File: src/rtl/artec_dma_pkg.sv
// Shared AXI encodings, 4 KB page constants and the read-FSM state type
// for the DMA read path.
package artec_dma_pkg;

  localparam logic [1:0] AXI_BURST_INCR  = 2'b01;
  localparam logic [2:0] AXI_SIZE_16B    = 3'b100;
  localparam logic [1:0] AXI_RESP_OKAY   = 2'b00;
  localparam int         PAGE_BYTES      = 4096;
  localparam int         BEAT_BYTES      = 16;
  localparam logic [1:0] MAX_OUTSTANDING = 2'd2;

  typedef enum logic [1:0] {
    RD_IDLE,
    RD_ADDR,
    RD_DRAIN
  } rd_state_t;

endpackage

File: src/rtl/artec_r2axis_gearbox.sv
// 128->64 downsizer: one AXI R beat becomes two AXI-Stream beats, low half first.
// tlast is placed on the upper half of the beat flagged as the descriptor's last.
module artec_r2axis_gearbox #(
  parameter int SDW = 64,
  parameter int UW  = 5
) (
  input  logic               clk,
  input  logic               rst,
  input  logic               rvalid,
  output logic               rready,
  input  logic [2*SDW-1:0]   rdata,
  input  logic               r_final,
  input  logic [UW-1:0]      user,
  output logic               tvalid,
  input  logic               tready,
  output logic [SDW-1:0]     tdata,
  output logic [SDW/8-1:0]   tkeep,
  output logic               tlast,
  output logic [UW-1:0]      tuser,
  output logic               empty
);

  logic [SDW-1:0] hi_p0;
  logic           vld_p0;
  logic           last_p0;
  logic [SDW-1:0] out_p1;
  logic           vld_p1;
  logic           last_p1;
  logic [UW-1:0]  user_p1;
  logic           r_fire;
  logic           t_fire;

  // A new R beat fits when the output is free, or only the upper half is
  // left and it leaves this cycle; this sustains one AXIS beat per cycle.
  assign rready = !vld_p1 || (!vld_p0 && tready);
  assign r_fire = rvalid && rready;
  assign t_fire = vld_p1 && tready;

  // stage p0: pending upper half; stage p1: AXIS output register
  always_ff @(posedge clk or posedge rst) begin
    if (rst) begin
      hi_p0   <= '0;
      vld_p0  <= 1'b0;
      last_p0 <= 1'b0;
      out_p1  <= '0;
      vld_p1  <= 1'b0;
      last_p1 <= 1'b0;
      user_p1 <= '0;
    end else if (r_fire) begin
      out_p1  <= rdata[SDW-1:0];
      vld_p1  <= 1'b1;
      last_p1 <= 1'b0;
      user_p1 <= user;
      hi_p0   <= rdata[2*SDW-1:SDW];
      vld_p0  <= 1'b1;
      last_p0 <= r_final;
    end else if (t_fire) begin
      if (vld_p0) begin
        out_p1  <= hi_p0;
        last_p1 <= last_p0;
        vld_p0  <= 1'b0;
      end else begin
        vld_p1  <= 1'b0;
        last_p1 <= 1'b0;
      end
    end
  end

  assign tvalid = vld_p1;
  assign tdata  = out_p1;
  assign tkeep  = '1;
  assign tlast  = last_p1;
  assign tuser  = user_p1;
  assign empty  = !vld_p1;

endmodule

File: src/rtl/artec_axi_to_axis_rd.sv
// DMA read path: one descriptor at a time is split into 4 KB-safe AXI4 INCR
// bursts (at most two in flight) and replayed as a 64-bit AXI-Stream.
module artec_axi_to_axis_rd
  import artec_dma_pkg::*;
#(
  parameter int AW   = 32,
  parameter int DW   = 128,
  parameter int SDW  = 64,
  parameter int UW   = 5,
  parameter int IDW  = 4,
  parameter int MAXB = 16
) (
  input  logic               clk,
  input  logic               rst,
  input  logic               desc_valid,
  output logic               desc_ready,
  input  logic [AW-1:0]      desc_addr,
  input  logic [15:0]        desc_len,
  input  logic [UW-1:0]      desc_user,
  output logic               arvalid,
  input  logic               arready,
  output logic [AW-1:0]      araddr,
  output logic [7:0]         arlen,
  output logic [2:0]         arsize,
  output logic [1:0]         arburst,
  output logic [IDW-1:0]     arid,
  input  logic               rvalid,
  output logic               rready,
  input  logic [DW-1:0]      rdata,
  input  logic [1:0]        rresp,
  input  logic               rlast,
  input  logic [IDW-1:0]     rid,
  output logic               tvalid,
  input  logic               tready,
  output logic [SDW-1:0]     tdata,
  output logic [SDW/8-1:0]   tkeep,
  output logic               tlast,
  output logic [UW-1:0]      tuser,
  output logic               done,
  output logic               err
);

  rd_state_t     state_q, state_d;
  logic [AW-1:0] addr_q;
  logic [16:0]   remaining_q;
  logic [16:0]   rx_left_q;
  logic [16:0]   beats;
  logic [8:0]    page_left;
  logic [UW-1:0] user_q;
  logic          err_acc_q;
  logic          done_q;
  logic          err_q;
  logic [1:0]    outstanding_q;
  logic          accept, ar_fire, r_fire, t_fire, busy;
  logic          gb_rvalid, gb_rready, gb_empty;
  logic          unused_ok;

  // Single ID, in-order responses: rid carries no information here.
  assign unused_ok = ^{rid, desc_addr[3:0], gb_empty};

  assign busy       = (state_q != RD_IDLE);
  assign desc_ready = (state_q == RD_IDLE) && !rst;
  assign accept     = desc_valid && desc_ready;
  assign page_left  = 9'(PAGE_BYTES / BEAT_BYTES) - {1'b0, addr_q[11:4]};

  always_comb begin
    beats = remaining_q;
    if (beats > 17'(MAXB))        beats = 17'(MAXB);
    if (beats > {8'd0, page_left}) beats = {8'd0, page_left};
  end

  assign arvalid = (state_q == RD_ADDR) && (outstanding_q < MAX_OUTSTANDING);
  assign araddr  = addr_q;
  assign arlen   = arvalid ? 8'(beats - 17'd1) : 8'd0;
  assign arsize  = AXI_SIZE_16B;
  assign arburst = AXI_BURST_INCR;
  assign arid    = '0;
  assign ar_fire = arvalid && arready;

  assign gb_rvalid = rvalid && busy;
  assign rready    = gb_rready && busy;
  assign r_fire    = rvalid && rready;
  assign t_fire    = tvalid && tready;

  always_comb begin
    state_d = state_q;
    unique case (state_q)
      RD_IDLE:  if (accept) state_d = RD_ADDR;
      RD_ADDR:  if (ar_fire && (remaining_q == beats)) state_d = RD_DRAIN;
      // The final tlast can only leave once every burst has returned.
      RD_DRAIN: if (t_fire && tlast) state_d = RD_IDLE;
      default:  state_d = RD_IDLE;
    endcase
  end

  always_ff @(posedge clk or posedge rst) begin
    if (rst) begin
      state_q       <= RD_IDLE;
      addr_q        <= '0;
      remaining_q   <= '0;
      rx_left_q     <= '0;
      user_q        <= '0;
      err_acc_q     <= 1'b0;
      outstanding_q <= '0;
      done_q        <= 1'b0;
      err_q         <= 1'b0;
    end else begin
      state_q <= state_d;
      if (accept) begin
        addr_q      <= {desc_addr[AW-1:4], 4'h0};
        remaining_q <= {1'b0, desc_len} + 17'd1;
        rx_left_q   <= {1'b0, desc_len} + 17'd1;
        user_q      <= desc_user;
        err_acc_q   <= 1'b0;
      end else begin
        if (ar_fire) begin
          addr_q      <= addr_q + AW'({beats, 4'h0});
          remaining_q <= remaining_q - beats;
        end
        if (r_fire) begin
          rx_left_q <= rx_left_q - 17'd1;
          if (rresp != AXI_RESP_OKAY) err_acc_q <= 1'b1;
        end
      end
      unique case ({ar_fire, r_fire && rlast})
        2'b10:   outstanding_q <= outstanding_q + 2'd1;
        2'b01:   outstanding_q <= outstanding_q - 2'd1;
        default: outstanding_q <= outstanding_q;
      endcase
      done_q <= t_fire && tlast;
      err_q  <= t_fire && tlast && err_acc_q;
    end
  end

  assign done = done_q;
  assign err  = err_q;

  artec_r2axis_gearbox #(
    .SDW (SDW),
    .UW  (UW)
  ) u_gearbox (
    .clk     (clk),
    .rst     (rst),
    .rvalid  (gb_rvalid),
    .rready  (gb_rready),
    .rdata   (rdata),
    .r_final (rx_left_q == 17'd1),
    .user    (user_q),
    .tvalid  (tvalid),
    .tready  (tready),
    .tdata   (tdata),
    .tkeep   (tkeep),
    .tlast   (tlast),
    .tuser   (tuser),
    .empty   (gb_empty)
  );

endmodule

File: config.mk
export PLATFORM = sky130hd
export DESIGN_NAME = artec_axi_to_axis_rd
export DESIGN_NICKNAME = d
export VERILOG_FILES = /design/src/rtl/artec_dma_pkg.sv /design/src/rtl/artec_r2axis_gearbox.sv /design/src/rtl/artec_axi_to_axis_rd.sv
export SDC_FILE = /design/constraint.sdc
export NUM_CORES = 1
export LEC_CHECK = 0
export CAP_MARGIN = 15
export CORE_MARGIN = 1.5
export CORE_UTILIZATION = 35
export CTS_CLUSTER_DIAMETER = 100
export DETAILED_ROUTE_END_ITERATION = 8
export SKIP_LAST_GASP = 1
export SYNTH_ARGS = -nofsm -noshare
export SYNTH_HDL_FRONTEND = slang
export SYNTH_HIERARCHICAL = 1
export SYNTH_SLANG_ARGS = --single-unit
File: constraint.sdc
create_clock -name clk -period 4.97 [get_ports clk]
set_input_delay 0.994 -clock clk [delete_from_list [all_inputs] [get_ports clk]]
set_output_delay 0.994 -clock clk [all_outputs]
set_load 0.005 [all_outputs]
# Yosys cells after proc, flatten, opt, wreduce, memory -nomap -nowiden
# Index checks and enable logic that the tools add are counted.
# word_totals
register_bits	215
wordCells	96
# classes
addsub	8
n_lt_le_gt_ge	3
eq_ne	10
mux	28
reduce_logical	31
# ops
op	count
64-bit two-way mux	3
17-bit two-way mux	6
32-bit two-way mux	2
32-bit by 21-bit adder with 32-bit output	1
16-bit by 1-bit adder with 17-bit output (second input constant)	1
17-bit by 1-bit == test with 1-bit output (second input constant)	1
17-bit == test	1
17-bit by 5-bit > comparator with 1-bit output (second input constant)	1
17-bit by 9-bit > comparator with 1-bit output	1
17-bit by 1-bit subtractor with 17-bit output (second input constant)	1
17-bit subtractor	1
2-bit nonzero test	8
1-bit logical AND	14
1-bit two-way mux	11
9-bit by 8-bit subtractor with 9-bit output (first input constant)	1
8-bit two-way mux	1
8-bit by 1-bit subtractor with 8-bit output (second input constant)	1
2-bit two-way mux	3
2-bit != test (second input constant)	3
2-bit one-hot mux with 3 select lines	1
2-bit AND reduction	3
2-bit by 1-bit == test with 1-bit output (second input constant)	2
2-bit == test (second input constant)	2
2-bit one-hot mux with 2 select lines	1
8 further kinds	10

# Longest topological paths before layout
# logic_depth
word_depth	8
depth_mapped	22
ltp_nobuf	22

# By module
# The synthesis kept the hierarchy.
# modules_own_cells
mod	n_inst	cells_per_inst	area_per_inst_um2
artec_r2axis_gearbox	1	532	6431.2
artec_axi_to_axis_rd	1	780	6288.5

# Worst setup path before layout
# No wires, ideal clock.
# synth_path
path_kind	flip-flop to flip-flop
start	reg addr_q[6], in the netlist araddr[6]
end	reg addr_q[22], in the netlist araddr[22]
setup_ns	0.136
arrival_ns	5.264
t_required_ns	4.834
setup_slack_ns	-0.431
stages_incl_launch_ff	17
cell_sequence	dfrtp_1 or4_1 or4b_2 ha_1 and4_1 a2111oi_2 nor2_1 o21ai_0 ha_1 fa_1 a21o_1 a21oi_1 o21a_1 nor4_1 o2111ai_1 nand4_1 or3b_2
# synth_between
elab_chain_cells	6
# synth_rtl
element	line_no	rtl
from (decl)	artec_axi_to_axis_rd.sv:44	logic [AW-1:0] addr_q;
from (signal assigned)	artec_axi_to_axis_rd.sv:110	addr_q <= {desc_addr[AW-1:4], 4'h0};
from (signal assigned)	artec_axi_to_axis_rd.sv:117	addr_q <= addr_q + AW'({beats, 4'h0});
9-bit by 8-bit subtractor with 9-bit output	artec_axi_to_axis_rd.sv:64	assign page_left = 9'(PAGE_BYTES / BEAT_BYTES) - {1'b0, addr_q[11:4]};
17-bit by 9-bit > comparator with 1-bit output	artec_axi_to_axis_rd.sv:69	if (beats > {8'd0, page_left}) beats = {8'd0, page_left};
17-bit two-way mux	artec_axi_to_axis_rd.sv:69	
32-bit by 21-bit adder with 32-bit output *	artec_axi_to_axis_rd.sv:117	
32-bit two-way mux *	artec_axi_to_axis_rd.sv:116	if (ar_fire) begin
32-bit two-way mux *	artec_axi_to_axis_rd.sv:109	if (accept) begin
# Every way passes the cells marked *; elsewhere a longest branch is shown, timed or not. The select of a mux whose other input is x is not followed.
# A chain may end at the register's enable or synchronous reset.

# Final worst setup path
# layout_path
start	reg addr_q[6], in the netlist araddr[6]
end	out arlen[6]
# layout_between
elab_chain_cells	5
# layout_rtl
element	line_no	rtl
9-bit by 8-bit subtractor with 9-bit output *	artec_axi_to_axis_rd.sv:64	
17-bit by 9-bit > comparator with 1-bit output	artec_axi_to_axis_rd.sv:69	
17-bit two-way mux *	artec_axi_to_axis_rd.sv:69	
8-bit by 1-bit subtractor with 8-bit output *	artec_axi_to_axis_rd.sv:74	assign arlen = arvalid ? 8'(beats - 17'd1) : 8'd0;
8-bit two-way mux *	artec_axi_to_axis_rd.sv:74	
to (decl)	artec_axi_to_axis_rd.sv:23	output logic [7:0] arlen,
# Every way passes the cells marked *; elsewhere a longest branch is shown, timed or not.

==> results.ini <==
[clock_tree]
cts_buffers=27
cts-htree-levels=1
cts_tree=built
clkLatencyLatePin_ps=550
clk_pin_slew_ps=60
clock_tree.buffer_depth=3
root_buffer=clkbuf_16
cts.sinks=211

[floorplan]
num_io_pins=327
dieWidth_um=194
rows=69
die_h_um=194
die-area_mm2=0.0375
floorplan.initialDensity_pct=35.7
coreArea_mm2=0.0357

[sta]
fin_crit_sh_pct=105
rsz0062_at_grt=true
fin_hold_ws_ps=476
hold_viol_final=0
tightest_slew_ps=1070
fmax_mhz=191
setup_tns_ps=-616
skew_ps=14.8
relSlewSlack_pct=28.5
finalSetupViolCount=4
setup_ws_ps=-269
period_needed_ps=5240
slew_violations=0

[routing]
avgViaCountPerCell=5.28
route.antenna.remaining_nets=0
route.detailed.drc=31
drt-pass1-iter-count=7
routed-via-count=11400
first_iter_violations=687
wire_per_inst_um=18.4
drt_wl_total_mm=39.7

[synthesis]
synth_edf_count=0
yosysSeqAreaShare_pct=41.5
syn_area_mm2=0.0127
ys.flop_type=dfrtp_1
async_reset_ff_share_pct=100
synth_cell_type_count=73
ys_seq_elements=211
syn_avg_cell_area_um2=9.69
netlist_instances=1312
synth-warning-count=6

[grt]
antenna_found_initial=2
grt_max_degree=135
grt_pass1_vias=11400
grt_usage_pct=20.6
grt_first_pass_wirelength_mm=62.6
grt_overflow_total=0

[placement]
postPlaceCellArea_mm2=0.0166
routabilityCongestion=0.866
port_buffers=297
hpwl_mm=28.1

[run]
drv_cap=0

[finish]
final_cell_area_mm2=0.0177
final_common_cell=clkdlybuf4s50_1
fillers=3334
drive_above_1_share_pct=19.8
fin_nets=1919
area_growth_pct=39.0
final_util_pct=49.6
final_cell_mix=clkdlybuf4s50_1, dfrtp_1, nor2_1

[worst_setup_path]
cp_data_arrival_time_ps=4240
end_kind=output pin
crit_required_ps=3980
crit_fanout=4
path_class=flip-flop to output pin
startpoint_type=flip-flop

[pwr]
power_mw=11.2
p_leak_nw=7.58
irDropWorstVdd_mv=0.266
power.density_mw_per_mm2=631

[status]
outcome=finished with violations
violations=design-rule violations, negative setup slack

[worst_hold_path]
holdCritPathClass=flip-flop to flip-flop

==> metal layers <==
metal / track usage, % / routed length [um] / vias up
met1: 27.5 / 17400 / 5548
met2: 34.7 / 18900 / 339
met4: 5.57 / 958 / 0
met5: 0 / 0 / -
li1: - / - / 5446
met3: 3.04 / 2490 / 54
==> Yosys cell counts, types with 12 or more instances <==
library cell | n | area, um^2
ha_1 | 48 | 601
and3_1 | 13 | 81.3
a21oi_1 | 72 | 360
xor2_1 | 22 | 193
nand4_1 | 16 | 100
xnor2_1 | 30 | 263
mux2_2 | 72 | 811
clkbuf_1 | 32 | 120
nor2_1 | 135 | 507
o21ai_0 | 43 | 215
a31oi_1 | 14 | 87.6
dfrtp_1 | 211 | 5280
o22ai_1 | 69 | 432
nor3_1 | 27 | 135
a21o_1 | 23 | 173
buf_2 | 17 | 85.1
nand3_1 | 26 | 130
inv_1 | 105 | 394
o21a_1 | 12 | 90.1
a221oi_2 | 60 | 901
nand2_1 | 88 | 330
buf_4 | 27 | 203
==> report_power, final <==
part | internal, mW | switching [mW]
sequential | 2.54 | 0.647
clock | 1.15 | 0.778
combinational | 3.16 | 2.88
total | 6.85 | 4.30
==> sequential cells by signal, summed over array words and instances (netlist names), 2 cells and up <==
name and count:
araddr 28, outstanding_q 2, remaining_q 17, rx_left_q 17, state_q 2, u_gearbox/hi_p0 64, u_gearbox/tdata 64, u_gearbox/tuser 5
user_q 5
==> critical path, cell delays in order (launching register included) <==
cell and delay [ps]:
dfrtp_2 390, or4_4 550, or4b_4 550, ha_4 240, and4_4 150, a2111oi_4 400
or2_4 200, nor2_1 40, a21o_1 170, inv_2 70, ha_4 130, nand3_2 60
nor3_2 110, a41o_1 180, nor3b_2 170, o21a_1 170, buf_2 120
==> logic make-up after synthesis <==
logic type	count (synthesis)	synth area share [%]
mux	78	6.85
buf+inv	195	7.29
other cells	3	0.0885
compound gates	355	21.8
flops	211	41.5
simple gates	367	13.7
fa+ha+maj	50	5.04
xor+xnor	53	3.71
==> path summary, 6_finish.rpt <==
path	from	endpoint	slack, ps	cells past startpoint
worst max-delay path	araddr[6]	arlen[6]	-270	16
worst min-delay path	user_q[2]	user_q[2]	480	2
worst max register to register	araddr[6]	araddr[22]	160	17
worst min register to register	user_q[2]	user_q[2]	480	2
max in group asynchronous	rst	remaining_q[12]	2880	3
min in group asynchronous	rst	u_gearbox/tvalid	1190	2
==> through the flow <==
step	instances	setup WS (ps)
3_5_place_dp	2100	-258
6_report	2158	-269
5_1_grt	2158	-449
2_1_floorplan	1349	65.2
3_3_place_gp	2100	-228
4_1_cts	2151	-279
==> timing repair <==
item | 4_1_cts | 5_1_grt
hold buffers | 0 | 0
hold endpoints to repair | 0 | 0
buffers inserted | 2 | 7
pin swaps | 16 | 29
gates resized for setup | 35 | 24
setup endpoints to repair | 13 | 28
==> cell type report <==
cell class	count	area (um^2)	share of cell area (%)
Inverter	105	400	2.26
Antenna cell	2	5.00	0.0283
Clock buffer	40	785	4.44
Tap cell	461	577	3.26
Clock inverter	9	95.1	0.538
Timing Repair Buffer	387	3630	20.5
Multi-Input combinational cell	943	6910	39.1
Sequential cell	211	5290	29.9
Power figures use the tool's default switching activity.
